`src/rtl/reqack_word_packer.sv`:
```
// ---------------------------------------------------------------------------
// reqack_word_packer
//
// Drains narrow words from a REQ/ACK FIFO output port and packs PACKRATIO of
// them into one wide word on its own REQ/ACK output port. The first word of a
// packet goes to the least significant slice. FlushREQ emits a partially
// filled word, zero-padded, together with its valid-word count.
//
// Ports
//   clk          in   clock, all state on rising edge
//   async_rst_n  in   asynchronous reset, active low
//   clk_en       in   state advances only when high; REQ/ACK outputs gated
//   sync_rst     in   synchronous reset, active high, honoured regardless of clk_en
//   InputREQ     in   source has a word
//   InputACK     out  packer accepts a word this cycle
//   InputData    in   narrow word
//   FlushREQ     in   emit the partial word now
//   OutputREQ    out  packed word valid
//   OutputACK    in   sink takes the packed word
//   OutputData   out  packed word (NARROWBITWIDTH*PACKRATIO bits)
//   OutputCount  out  number of valid narrow words in OutputData
// ---------------------------------------------------------------------------
module reqack_word_packer #(
  parameter int NARROWBITWIDTH = 16,
  parameter int PACKRATIO      = 2,
  parameter int COUNTBITWIDTH  = $clog2(PACKRATIO + 1)
) (
  input  logic                                clk,
  input  logic                                async_rst_n,
  input  logic                                clk_en,
  input  logic                                sync_rst,
  input  logic                                InputREQ,
  output logic                                InputACK,
  input  logic [NARROWBITWIDTH-1:0]           InputData,
  input  logic                                FlushREQ,
  output logic                                OutputREQ,
  input  logic                                OutputACK,
  output logic [NARROWBITWIDTH*PACKRATIO-1:0] OutputData,
  output logic [COUNTBITWIDTH-1:0]            OutputCount
);

  typedef enum logic {
    FILL = 1'b0,
    HOLD = 1'b1
  } packerState;

  packerState               stateReg;
  packerState               stateNext;
  logic [COUNTBITWIDTH-1:0] countReg;
  logic [COUNTBITWIDTH-1:0] countNext;
  logic [COUNTBITWIDTH-1:0] countInc;

  // Buffer control shared by all slices: bufLoad writes InputData into slice
  // bufLoadIdx, bufClear zeroes every other slice (the outgoing word leaves).
  logic                     bufLoad;
  logic                     bufClear;
  logic [COUNTBITWIDTH-1:0] bufLoadIdx;

  assign countInc = countReg + COUNTBITWIDTH'(1);

  always_ff @(posedge clk or negedge async_rst_n) begin
    if (!async_rst_n) begin
      stateReg <= FILL;
      countReg <= '0;
    end else if (sync_rst) begin
      stateReg <= FILL;
      countReg <= '0;
    end else if (clk_en) begin
      stateReg <= stateNext;
      countReg <= countNext;
    end
  end

  // Next-state and handshake outputs. The registers only load when clk_en is
  // high, so clk_en appears here solely to gate the REQ/ACK outputs.
  always_comb begin
    stateNext  = stateReg;
    countNext  = countReg;
    bufLoad    = 1'b0;
    bufClear   = 1'b0;
    bufLoadIdx = countReg;
    InputACK   = 1'b0;
    OutputREQ  = 1'b0;
    case (stateReg)
      FILL: begin
        InputACK = clk_en;
        if (InputREQ) begin
          // A flush in the same cycle still packs the incoming word first.
          bufLoad   = 1'b1;
          countNext = countInc;
          if ((countInc == COUNTBITWIDTH'(PACKRATIO)) || FlushREQ) begin
            stateNext = HOLD;
          end
        end else if (FlushREQ && (countReg != '0)) begin
          stateNext = HOLD;
        end
      end
      HOLD: begin
        OutputREQ = clk_en;
        // Accepting only when the sink takes the current word gives the
        // zero-bubble refill: old word leaves, new word lands in slice 0.
        InputACK  = clk_en & OutputACK;
        if (OutputACK) begin
          bufClear  = 1'b1;
          stateNext = FILL;
          if (InputREQ) begin
            bufLoad    = 1'b1;
            bufLoadIdx = '0;
            countNext  = COUNTBITWIDTH'(1);
          end else begin
            countNext  = '0;
          end
        end
      end
      default: begin
        stateNext = FILL;
      end
    endcase
  end

  genvar gi;
  generate
    for (gi = 0; gi < PACKRATIO; gi++) begin : gSlice
      logic [NARROWBITWIDTH-1:0] sliceReg;
      logic                      sliceHit;

      assign sliceHit = bufLoad && (bufLoadIdx == COUNTBITWIDTH'(gi));

      always_ff @(posedge clk or negedge async_rst_n) begin
        if (!async_rst_n) begin
          sliceReg <= '0;
        end else if (sync_rst) begin
          sliceReg <= '0;
        end else if (clk_en) begin
          if (sliceHit) begin
            sliceReg <= InputData;
          end else if (bufClear) begin
            sliceReg <= '0;
          end
        end
      end

      assign OutputData[gi*NARROWBITWIDTH +: NARROWBITWIDTH] = sliceReg;
    end
  endgenerate

  assign OutputCount = countReg;

endmodule

```
`config.mk`:
```
export PLATFORM = sky130hd
export DESIGN_NAME = reqack_word_packer
export DESIGN_NICKNAME = d
export VERILOG_FILES = /design/src/rtl/reqack_word_packer.sv
export SDC_FILE = /design/constraint.sdc
export NUM_CORES = 1
export LEC_CHECK = 0
export ABC_CLOCK_PERIOD_IN_PS = 1580
export BUFFER_PORTS_ARGS = -buffer_cell sky130_fd_sc_hd__buf_2
export CAP_MARGIN = 40
export CORE_ASPECT_RATIO = 0.9
export CORE_MARGIN = 1
export CORE_UTILIZATION = 30
export CTS_CLUSTER_DIAMETER = 100
export DETAILED_ROUTE_END_ITERATION = 10
export HOLD_SLACK_MARGIN = 0.02
export PLACE_DENSITY = 0.64
export RECOVER_POWER = 100
export SETUP_SLACK_MARGIN = 0.15
export SLEW_MARGIN = 20
export SYNTH_ARGS = -nofsm -noshare
export SYNTH_HDL_FRONTEND = slang
export SYNTH_SLANG_ARGS = --single-unit
```
`constraint.sdc`:
```
create_clock -name clk -period 1.58 [get_ports clk]
set_clock_uncertainty 0.1 [all_clocks]
set_input_delay 0 -clock clk [delete_from_list [all_inputs] [get_ports clk]]
set_output_delay 0 -clock clk [all_outputs]
set_load 0.005 [all_outputs]
```
==> results of run 1 <==
per-layer routing:
layer / track usage, % / share of wire [%]
met1: 20.5 / 47
met3: 3.50 / 6.2
met2: 24.8 / 45
met5: 0 / 0
met4: 5.36 / 1.6
layout by cell type (no fill, tap or decap), types with 3 or more instances in the layout:
cell           count
a21oi_1            5
a22o_2            16
buf_12             4
buf_2             42
clkbuf_1          18
clkbuf_8           6
dfrtp_1           34
dlygate4sd3_1     19
inv_1              3
mux2i_1           16
nand2_1           17
nand2b_1          17
power breakdown:
part | internal (uW) | total (uW) | switching, uW
registers | 930 | 953 | 23.9
clock network | 342 | 647 | 305
logic | 168 | 316 | 148
total | 1440 | 1920 | 477
cell type report:
class,instances,area [sq um]
Clock buffer,6,82.6
Clock inverter,1,5.00
Fill cell,520,2900
Inverter,3,11.3
Multi-Input combinational cell,91,724
Sequential cell,35,877
Tap cell,67,83.8
Timing Repair Buffer,89,606
worst register-to-register path, cell delays in order, from the launching register on:
cell and delay, ps:
dfrtp_2 420, nand3b_4 160, clkbuf_1 140, nor3_4 150, buf_12 200, mux2i_1 210
sequential cells by signal (all words and copies together) (netlist names):
signal and count:
OutputCount 2, gSlice.sliceReg 32, stateReg 1
worst max-delay path by stage:
stage / from / cells after the start / slack [ps] / to
after floorplan: stateReg$_DFFE_PN0P_ / 5 / 50 / gSlice[0].sliceReg[0]$_DFFE_PN0P_
after global placement: stateReg$_DFFE_PN0P_ / 3 / -40 / gSlice[0].sliceReg[3]$_DFFE_PN0P_
after detailed placement: stateReg$_DFFE_PN0P_ / 3 / -50 / gSlice[0].sliceReg[12]$_DFFE_PN0P_
after CTS: stateReg$_DFFE_PN0P_ / 5 / 100 / gSlice[1].sliceReg[4]$_DFFE_PN0P_
after global routing: stateReg$_DFFE_PN0P_ / 5 / 20 / gSlice[1].sliceReg[11]$_DFFE_PN0P_
final: stateReg$_DFFE_PN0P_ / 4 / 110 / InputACK
per-stage QoR:
step | util, % | power, uW | setup slack [ps]
floorplan | - | 1110 | 51.9
global placement | 38.7 | 1230 | -43.5
detailed placement | 38.7 | 1230 | -50.1
CTS | 44.6 | 1930 | 104
global route | 45.2 | 2010 | 19.0
finish | 45.2 | 1920 | 108
logic make-up (layout without fill, tap and decap cells):
| family | count (synthesis) | in the layout | share of synthesized area (%) |
|---|---|---|---|
| fa+ha+maj | 2 | 2 | 1.50 |
| compound gates | 28 | 28 | 15.5 |
| mux | 16 | 16 | 9.63 |
| buf+inv | 11 | 99 | 4.66 |
| simple gates | 45 | 45 | 16.0 |
| flops | 35 | 35 | 52.7 |
timing repair:
action | 4_1_cts | 5_1_grt
setup buffers | 3 | 1
hold buffers | 19 | 0
endpoints found under the hold margin | 69 | 0
pin swaps | 0 | 1
cloned | 0 | 1
resized for setup | 4 | 4
setup endpoints to repair | 34 | 36
==> summary.md, run 1 <==
| Metric | Value |
|---|---|
| Least-Margin Pin Slew | `844 ps` |
| Port Buf Inserts | `58` |
| TritonCTS clock tree | `yes` |
| CP delay by family, top | `simple AND/OR/NAND/NOR gates` |
| Rows | `25` |
| Dominant cell type by area after synthesis | `dfrtp_1` |
| Io pins | `59` |
| Max_slew headroom | `43.7%` |
| CTS Buffer Depth | `2` |
| FF-to-FF path depth | `5` |
| Crit path buffers/inverters | `2` |
| Power Density | `802 nW/um^2` |
| Syn_nets | `162` |
| Mean Syn Cell Area | `12.1 sq um` |
| Drt wl/cell | `14.4 microns` |
| Hold slack | `38.8 ps` |
| Max Cap Viol | `0` |
| Sink Count | `35` |
| Worst VDD drop | `0.000474 V` |
| Total die area | `5840 sq um` |
| Max Fclk | `679 MHz` |
| CTS buffer count | `5` |
| Largest net degree at the start of global routing | `36` |
| Starting Density | `31.5%` |
| Capturing element type of the critical path | `output port` |
| Dominant cells by area after synthesis | `dfrtp_1 (53%), a22o_2 (9.6%), mux2i_1 (9.6%)` |
| Placer Congestion | `0.789` |
| DRC errors left | `0` |
| Final Cell Area | `2390 sq um` |
| Yosys cell types | `28` |
| Crit path kind | `flip-flop to output port` |
| Reg-to-reg critical path startpoint | `stateReg$_DFFE_PN0P_` |
| Ys Warns | `0` |
| CP max-delay cell | `dfrtp_2` |
| Final Instance Count excl. Fillers | `292` |
| Setup TNS Final | `0 ps` |
| Placed cell areas | `2050 sq um` |
| Sequential share of the synthesized area | `52.7%` |
| Worst hold start | `clk_en` |
| # diodes | `0` |
| Die Wd | `80.5 microns` |
| Top-area cell type share of the netlist area | `52.7%` |
| Detailed Place HPWL | `2840 microns` |
| EDFF count, synth | `0` |
| Startpoint types | `flip-flop` |
| Cells after DPL | `261` |
| CP peak stage delay | `380 ps` |
| Hold Crit Depth | `3` |
| Clock Tree Root | `clkbuf_8` |
| Hold Path Class | `primary input to flip-flop` |
| Most frequent cell after synthesis | `dfrtp_1` |
| Vias in the first global route | `1395` |
| Critical Path, Cell by Cell | `clkbuf_1 > or2b_1 > and2_0 > buf_2` |
| Antenna violations before repair | `0` |
| DR vias/cell | `4.63` |
| Initial DRC count | `66` |
| Total GRT Usage | `15.4%` |
| Period minus WS final | `1470 ps` |
| Worst reg2reg setup slack | `120 ps` |
| Worst-Skew Late Latency | `280 ps` |
| Vert. Die Dim | `72.6 microns` |
| Final hold violations | `0` |
| Synth Flop Type | `dfrtp_1` |
| Syn Inst Count | `137` |
| Share of cells above drive strength 1 | `37.8%` |
| Critical Path Fanout Max | `4` |
| Asr flop ratio synth | `100%` |
| Status | `completed` |
| Hold path endpoint | `stateReg$_DFFE_PN0P_` |
| Antenna Violating Nets Remaining | `0` |
| RSZ-0062 raised after global routing | `yes` |
| Global-route wire length before repair | `6750 microns` |
| Fin. max-slew vios | `0` |
| R2R Path End | `gSlice[1].sliceReg[4]$_DFFE_PN0P_` |
| # nets final | `250` |
| Post-synth top cells | `dfrtp_1 (35), nand2_1 (17), nand2b_1 (17)` |
| Syn Std Cell Area | `1660 sq um` |
| Drt first pass iters | `4` |
| CTS clk-pin slew, worst paths | `60 ps` |
| Vias post-DR | `1351` |
| Yosys reg bits | `35` |
| Core area | `5290 sq um` |
| Grt total ovfl | `0` |
| Critical Path AT | `1370 ps` |
| Worst EP required | `1480 ps` |
| Htree depth | `2` |
| Leakage | `0.00112 uW` |
| Final setup vio count | `0` |
| Tcrit/Tclk final | `93.1%` |
| Post-Route WL | `4220 microns` |
| Area Growth Syn to Fin | `43.7%` |
Power figures use the tool's default switching activity.
==> inputs of run 2 (changes only) <==
Settings changed: CORE_UTILIZATION 30 to 25, PLACE_DENSITY 0.64 to 0.56.
==> summary.md, run 2 (synthesis results as in run 1) <==
| Metric | Value |
|---|---|
| Status | `completed` |
| CTS buffer count | `5` |
| Clock power share | `31.6%` |
| TritonCTS clock tree | `yes` |
| Placer Congestion | `0.770` |
| Least-Margin Pin Slew | `1010 ps` |
| CTS Buffer Depth | `2` |
| Flip-flop count of the largest register after layout | `32` |
| Vias post-DR | `1338` |
| Hold path endpoint | `stateReg$_DFFE_PN0P_` |
| FF-to-FF path depth | `4` |
| Initial DRC count | `65` |
| Post-Route WL | `4220 microns` |
| Detailed Place HPWL | `2720 microns` |
| Max_slew headroom | `33.0%` |
| Total GRT Usage | `13.0%` |
| Capturing element type of the critical path | `flip-flop` |
| Sw Pwr | `460 uW` |
| Hold Crit Depth | `3` |
| # nets final | `250` |
| Worst reg2reg setup slack | `130 ps` |
| Reg-to-reg critical path startpoint | `stateReg$_DFFE_PN0P_` |
| Commonest non-fill, non-tap cell in the layout | `buf_2` |
| Rows | `27` |
| Critical Path Fanout Max | `16` |
| Crit path kind | `flip-flop to flip-flop` |
| Critical Path AT | `1570 ps` |
| CP max-delay cell | `dfrtp_1` |
| Largest net degree at the start of global routing | `36` |
| Critical Path, Cell by Cell | `or3_4 > a21oi_4 > buf_12 > a22o_2` |
| R2R Path End | `gSlice[0].sliceReg[5]$_DFFE_PN0P_` |
| Max Cap Viol | `0` |
| Vert. Die Dim | `79.4 microns` |
| Tot Pwr | `1850 uW` |
| Grt total ovfl | `0` |
| Antenna violations before repair | `0` |
| Max Fclk | `688 MHz` |
| FF+latch area | `877 sq um` |
| CP peak stage delay | `420 ps` |
| CTS clk-pin slew, worst paths | `70 ps` |
| Area occupied by multi-input gates | `712 sq um` |
| RSZ-0062 raised after global routing | `yes` |
| Drt wl/cell | `13.6 microns` |
| Switching share of power | `24.9%` |
| Hold Path Class | `primary input to flip-flop` |
| Antenna Violating Nets Remaining | `0` |
| Global-route wire length before repair | `6680 microns` |
| DR vias/cell | `4.30` |
| Sequential share of power | `51.6%` |
| Die Wd | `88.0 microns` |
| Drt first pass iters | `4` |
| Placed cell areas | `2070 sq um` |
| Most flops, register | `gSlice.sliceReg` |
| Fin. max-slew vios | `0` |
| Clock Tree Root | `clkbuf_8` |
| Period minus WS final | `1450 ps` |
| Sink Count | `35` |
| Worst-Skew Late Latency | `280 ps` |
| DRC errors left | `0` |
| Worst EP required | `1700 ps` |
| Worst VDD drop | `0.000290 V` |
| Port Buf Inserts | `58` |
| CP delay by family, top | `flip-flops` |
| Io pins | `59` |
| Final Cell Area | `2380 sq um` |
| Area Growth Syn to Fin | `43.1%` |
| Starting Density | `26.5%` |
| Share of cells above drive strength 1 | `35.7%` |
| Crit path buffers/inverters | `1` |
| Htree depth | `2` |
| Core area | `6280 sq um` |
| Most frequent cells in the layout | `buf_2 (38), dfrtp_1 (34), clkbuf_1 (22), dlygate4sd3_1 (19)` |
| Worst hold start | `clk_en` |
| Vias in the first global route | `1254` |
| # diodes | `0` |
| Tcrit/Tclk final | `92.0%` |
| Internal Pwr Total | `1390 uW` |
| Power Density | `777 nW/um^2` |
| Final hold violations | `0` |
| Leakage | `0.00110 uW` |
| Final setup vio count | `0` |
| Fillers | `689` |
| Logic pwr share | `16.9%` |
| Startpoint types | `flip-flop` |
| Total die area | `6980 sq um` |
==> run 2: changes by cell type in the layout (fill, tap and decap cells not counted), sizes merged <==
cell	delta
clkinv	-1
==> run 2: layer usage <==
layer | vias to the layer above | wire [microns] | track usage (%)
met4 | 0 | 49 | 4.92
met3 | 5 | 215 | 3.72
li1 | 649 | - | -
met2 | 40 | 1860 | 19.2
met5 | - | 0 | 0
met1 | 644 | 2090 | 17.9
==> run 2: repair_timing <==
item,CTS,global route
gates cloned,0,0
gates resized for setup,4,4
hold buffers,19,0
endpoints found under the hold margin,69,0
setup buffers,4,1
endpoints found under the setup margin,18,36
pin swaps,0,1
==> run 2: area by class of cell <==
cell class,count,area share [%]
inverters,3,0.473
multi-input cells,91,29.9
well taps,87,4.57
clock buffers,6,3.05
repair buffers,89,25.1
flip-flops and latches,35,36.9
==> run 2: worst max path at each step <==
stage                                          start                            endpoint  cells after the start
after floorplan                 stateReg$_DFFE_PN0P_   gSlice[0].sliceReg[0]$_DFFE_PN0P_                      5
after global placement          stateReg$_DFFE_PN0P_   gSlice[0].sliceReg[9]$_DFFE_PN0P_                      3
after detailed placement        stateReg$_DFFE_PN0P_   gSlice[0].sliceReg[1]$_DFFE_PN0P_                      3
after CTS                       stateReg$_DFFE_PN0P_  gSlice[0].sliceReg[12]$_DFFE_PN0P_                      4
after global routing      OutputCount[1]$_DFFE_PN0P_   gSlice[1].sliceReg[1]$_DFFE_PN0P_                      4
final                           stateReg$_DFFE_PN0P_   gSlice[0].sliceReg[5]$_DFFE_PN0P_                      4
==> run 2: power groups by stage <==
stage / combinational (uW) / sequential, uW / clock (uW)
2_1_floorplan: 139 / 969 / 0
3_3_place_gp: 258 / 971 / 0
3_5_place_dp: 263 / 968 / 0
4_1_cts: 312 / 953 / 619
5_1_grt: 343 / 957 / 658
6_report: 312 / 954 / 584
==> run 2: per-stage QoR <==
step | std cells | util (%) | setup TNS [ps] | setup slack, ps | hold slack (ps)
after floorplan | 137 | - | 0 | 51.9 | -396
after global placement | 280 | 32.9 | -0.265 | -0.265 | 34.3
after detailed placement | 280 | 32.9 | -794 | -55.9 | 46.8
after CTS | 309 | 37.8 | 0 | 118 | 26.9
after global routing | 311 | 37.9 | 0 | 41.4 | 52.3
final | 311 | 37.9 | 0 | 126 | 42.5
==> run 2: tightest hold or removal path, cell delays in order <==
cell     delay [ps]
buf_2           180
o21ai_0         160
a21oi_1          40
==> inputs of run 3 (changes only) <==
Settings changed: ABC_CLOCK_PERIOD_IN_PS 1580 to 1400, PLACE_DENSITY 0.56 to 0.55.
Clock period 1.58 ns to 1.4 ns, I/O delays scaled along.
==> summary.md, run 3 (synthesis results as in run 1) <==
| Metric | Value |
|---|---|
| TritonCTS clock tree | `yes` |
| Capturing element type of the critical path | `flip-flop` |
| Vert. Die Dim | `79.4 microns` |
| Tot Pwr | `2550 uW` |
| Flip-flop count of the largest register after layout | `32` |
| DR vias/cell | `4.38` |
| CP max-delay cell | `dfrtp_1` |
| Placer Congestion | `0.774` |
| Startpoint types | `flip-flop` |
| Worst reg2reg setup slack | `-80 ps` |
| Sink Count | `35` |
| Final setup vio count | `34` |
| Most frequent cells in the layout | `buf_2 (39), dfrtp_1 (34), clkbuf_1 (21), dlygate4sd3_1 (20)` |
| Power Density | `975 nW/um^2` |
| Hold slack | `33.2 ps` |
| Vias in the first global route | `1470` |
| Rows | `27` |
| Most flops, register | `gSlice.sliceReg` |
| Worst setup startpoint | `stateReg$_DFFE_PN0P_` |
| CTS buffer count | `5` |
| Total GRT Usage | `13.5%` |
| Crit path kind | `flip-flop to flip-flop` |
| Global-route wire length before repair | `7150 microns` |
| Switching share of power | `22.2%` |
| Failing checks | `setup timing` |
| CP delay by family, top | `compound AO/OA/AOI/OAI gates` |
| Fin. max-slew vios | `0` |
| CTS clk-pin slew, worst paths | `70 ps` |
| Tcrit/Tclk final | `106%` |
| Leakage | `0.00123 uW` |
| Pre-CTS setup slack | `-40.4 ps` |
| Setup TNS Final | `-2050 ps` |
| # diodes | `0` |
| Antenna Violating Nets Remaining | `0` |
| Reg-to-reg critical path startpoint | `stateReg$_DFFE_PN0P_` |
| Final hold violations | `0` |
| Clock power share | `41.4%` |
| Htree depth | `2` |
| Hold Path Class | `primary input to flip-flop` |
| Commonest non-fill, non-tap cell in the layout | `buf_2` |
| Post-Route WL | `4430 microns` |
| Least-Margin Pin Slew | `814 ps` |
| Crit path buffers/inverters | `1` |
| Core area | `6280 sq um` |
| Total die area | `6980 sq um` |
| Initial DRC count | `46` |
| Drt wl/cell | `13.6 microns` |
| Logic pwr share | `16.4%` |
| Die Wd | `88.0 microns` |
| Grt total ovfl | `0` |
| R2R Path End | `gSlice[0].sliceReg[8]$_DFFE_PN0P_` |
| Area Growth Syn to Fin | `57.5%` |
| Internal Pwr Total | `1990 uW` |
| CTS Buffer Depth | `2` |
| Critical Path, Cell by Cell | `nand3b_4 > o31a_1 > buf_6 > a22o_4` |
| Worst EP required | `1460 ps` |
| Detailed Place HPWL | `3080 microns` |
| Clock Tree Root | `clkbuf_8` |
| Final worst slack | `-84.9 ps` |
| Status | `complete, but fails checks` |
| Largest net degree at the start of global routing | `22` |
| DRC errors left | `0` |
| Sequential share of power | `42.2%` |
| Stages on worst setup path | `4` |
| Max Cap Viol | `0` |
| # nets final | `262` |
| Drt first pass iters | `4` |
| Critical Path Fanout Max | `8` |
| Vias post-DR | `1422` |
| FF-to-FF path depth | `4` |
| Critical Path AT | `1550 ps` |
| Worst VDD drop | `0.000356 V` |
| Port Buf Inserts | `58` |
| Max Fclk | `673 MHz` |
| Share of cells above drive strength 1 | `42.0%` |
| Starting Density | `26.5%` |
| Io pins | `59` |
| Max_slew headroom | `45.7%` |
| RSZ-0062 raised after global routing | `yes` |
| Setup crit end | `gSlice[0].sliceReg[8]$_DFFE_PN0P_` |
| Antenna violations before repair | `0` |
| Sw Pwr | `566 uW` |
| Period minus WS final | `1480 ps` |
| CP peak stage delay | `420 ps` |
| Fillers | `623` |
| Worst-Skew Late Latency | `280 ps` |
[run 3: worst min path at each step]
stage                     slack (ps)         from                         end  cells past startpoint
after floorplan                 -400  async_rst_n  OutputCount[0]$_DFFE_PN0P_                      0
after global placement          -170  async_rst_n        stateReg$_DFFE_PN0P_                      1
after detailed placement        -170  async_rst_n        stateReg$_DFFE_PN0P_                      1
after CTS                         20     InputREQ  OutputCount[1]$_DFFE_PN0P_                      4
after global routing              50     InputREQ  OutputCount[1]$_DFFE_PN0P_                      4
final                             30     InputREQ  OutputCount[1]$_DFFE_PN0P_                      4
[run 3: cell type report]
cell class / instances / area [sq um] / share of cell area [%]
Clock buffer: 6 / 72.6 / 2.77
Clock inverter: 2 / 60.1 / 2.29
Sequential cell: 35 / 877 / 33.5
Multi-Input combinational cell: 91 / 800 / 30.5
Timing Repair Buffer: 101 / 689 / 26.3
Tap cell: 87 / 109 / 4.16
Inverter: 3 / 11.3 / 0.430
[run 3: power groups by stage]
stage                     registers [uW]  logic (uW)  clock network, uW
final                               1080         418               1060
after global routing                1080         456               1150
after CTS                           1080         396               1080
after detailed placement            1090         317                  0
after global placement              1100         315                  0
after floorplan                     1090         159                  0
[run 3: routing by layer]
metal  vias to the layer above  wire [microns]  global-route usage, %
met2                        42            2110                   22.1
met5                         -               0                      0
met3                         6             210                   3.83
li1                        683               -                      -
met4                         0              78                   4.43
met1                       691            2040                   17.1
[run 3: timing repair]
| action | in CTS | in global routing |
|---|---|---|
| buffers inserted | 4 | 3 |
| hold endpoints to repair | 69 | 0 |
| hold buffers | 20 | 0 |
| gates resized for setup | 14 | 13 |
| pin swaps | 8 | 5 |
| endpoints found under the setup margin | 37 | 37 |
[run 3: per-stage QoR]
stage               cell area (sq um)  instances  utilization (%)
floorplan                        1670        137                -
global placement                 2130        290             33.9
detailed placement               2130        290             33.9
CTS                              2570        322             40.9
global route                     2620        325             41.7
finish                           2620        325             41.7
[run 3: worst register-to-register path: stages, from the launching register on]
cell and delay, ps:
dfrtp_1 420, nand3b_4 180, o31a_1 290, buf_6 160, a22o_4 210
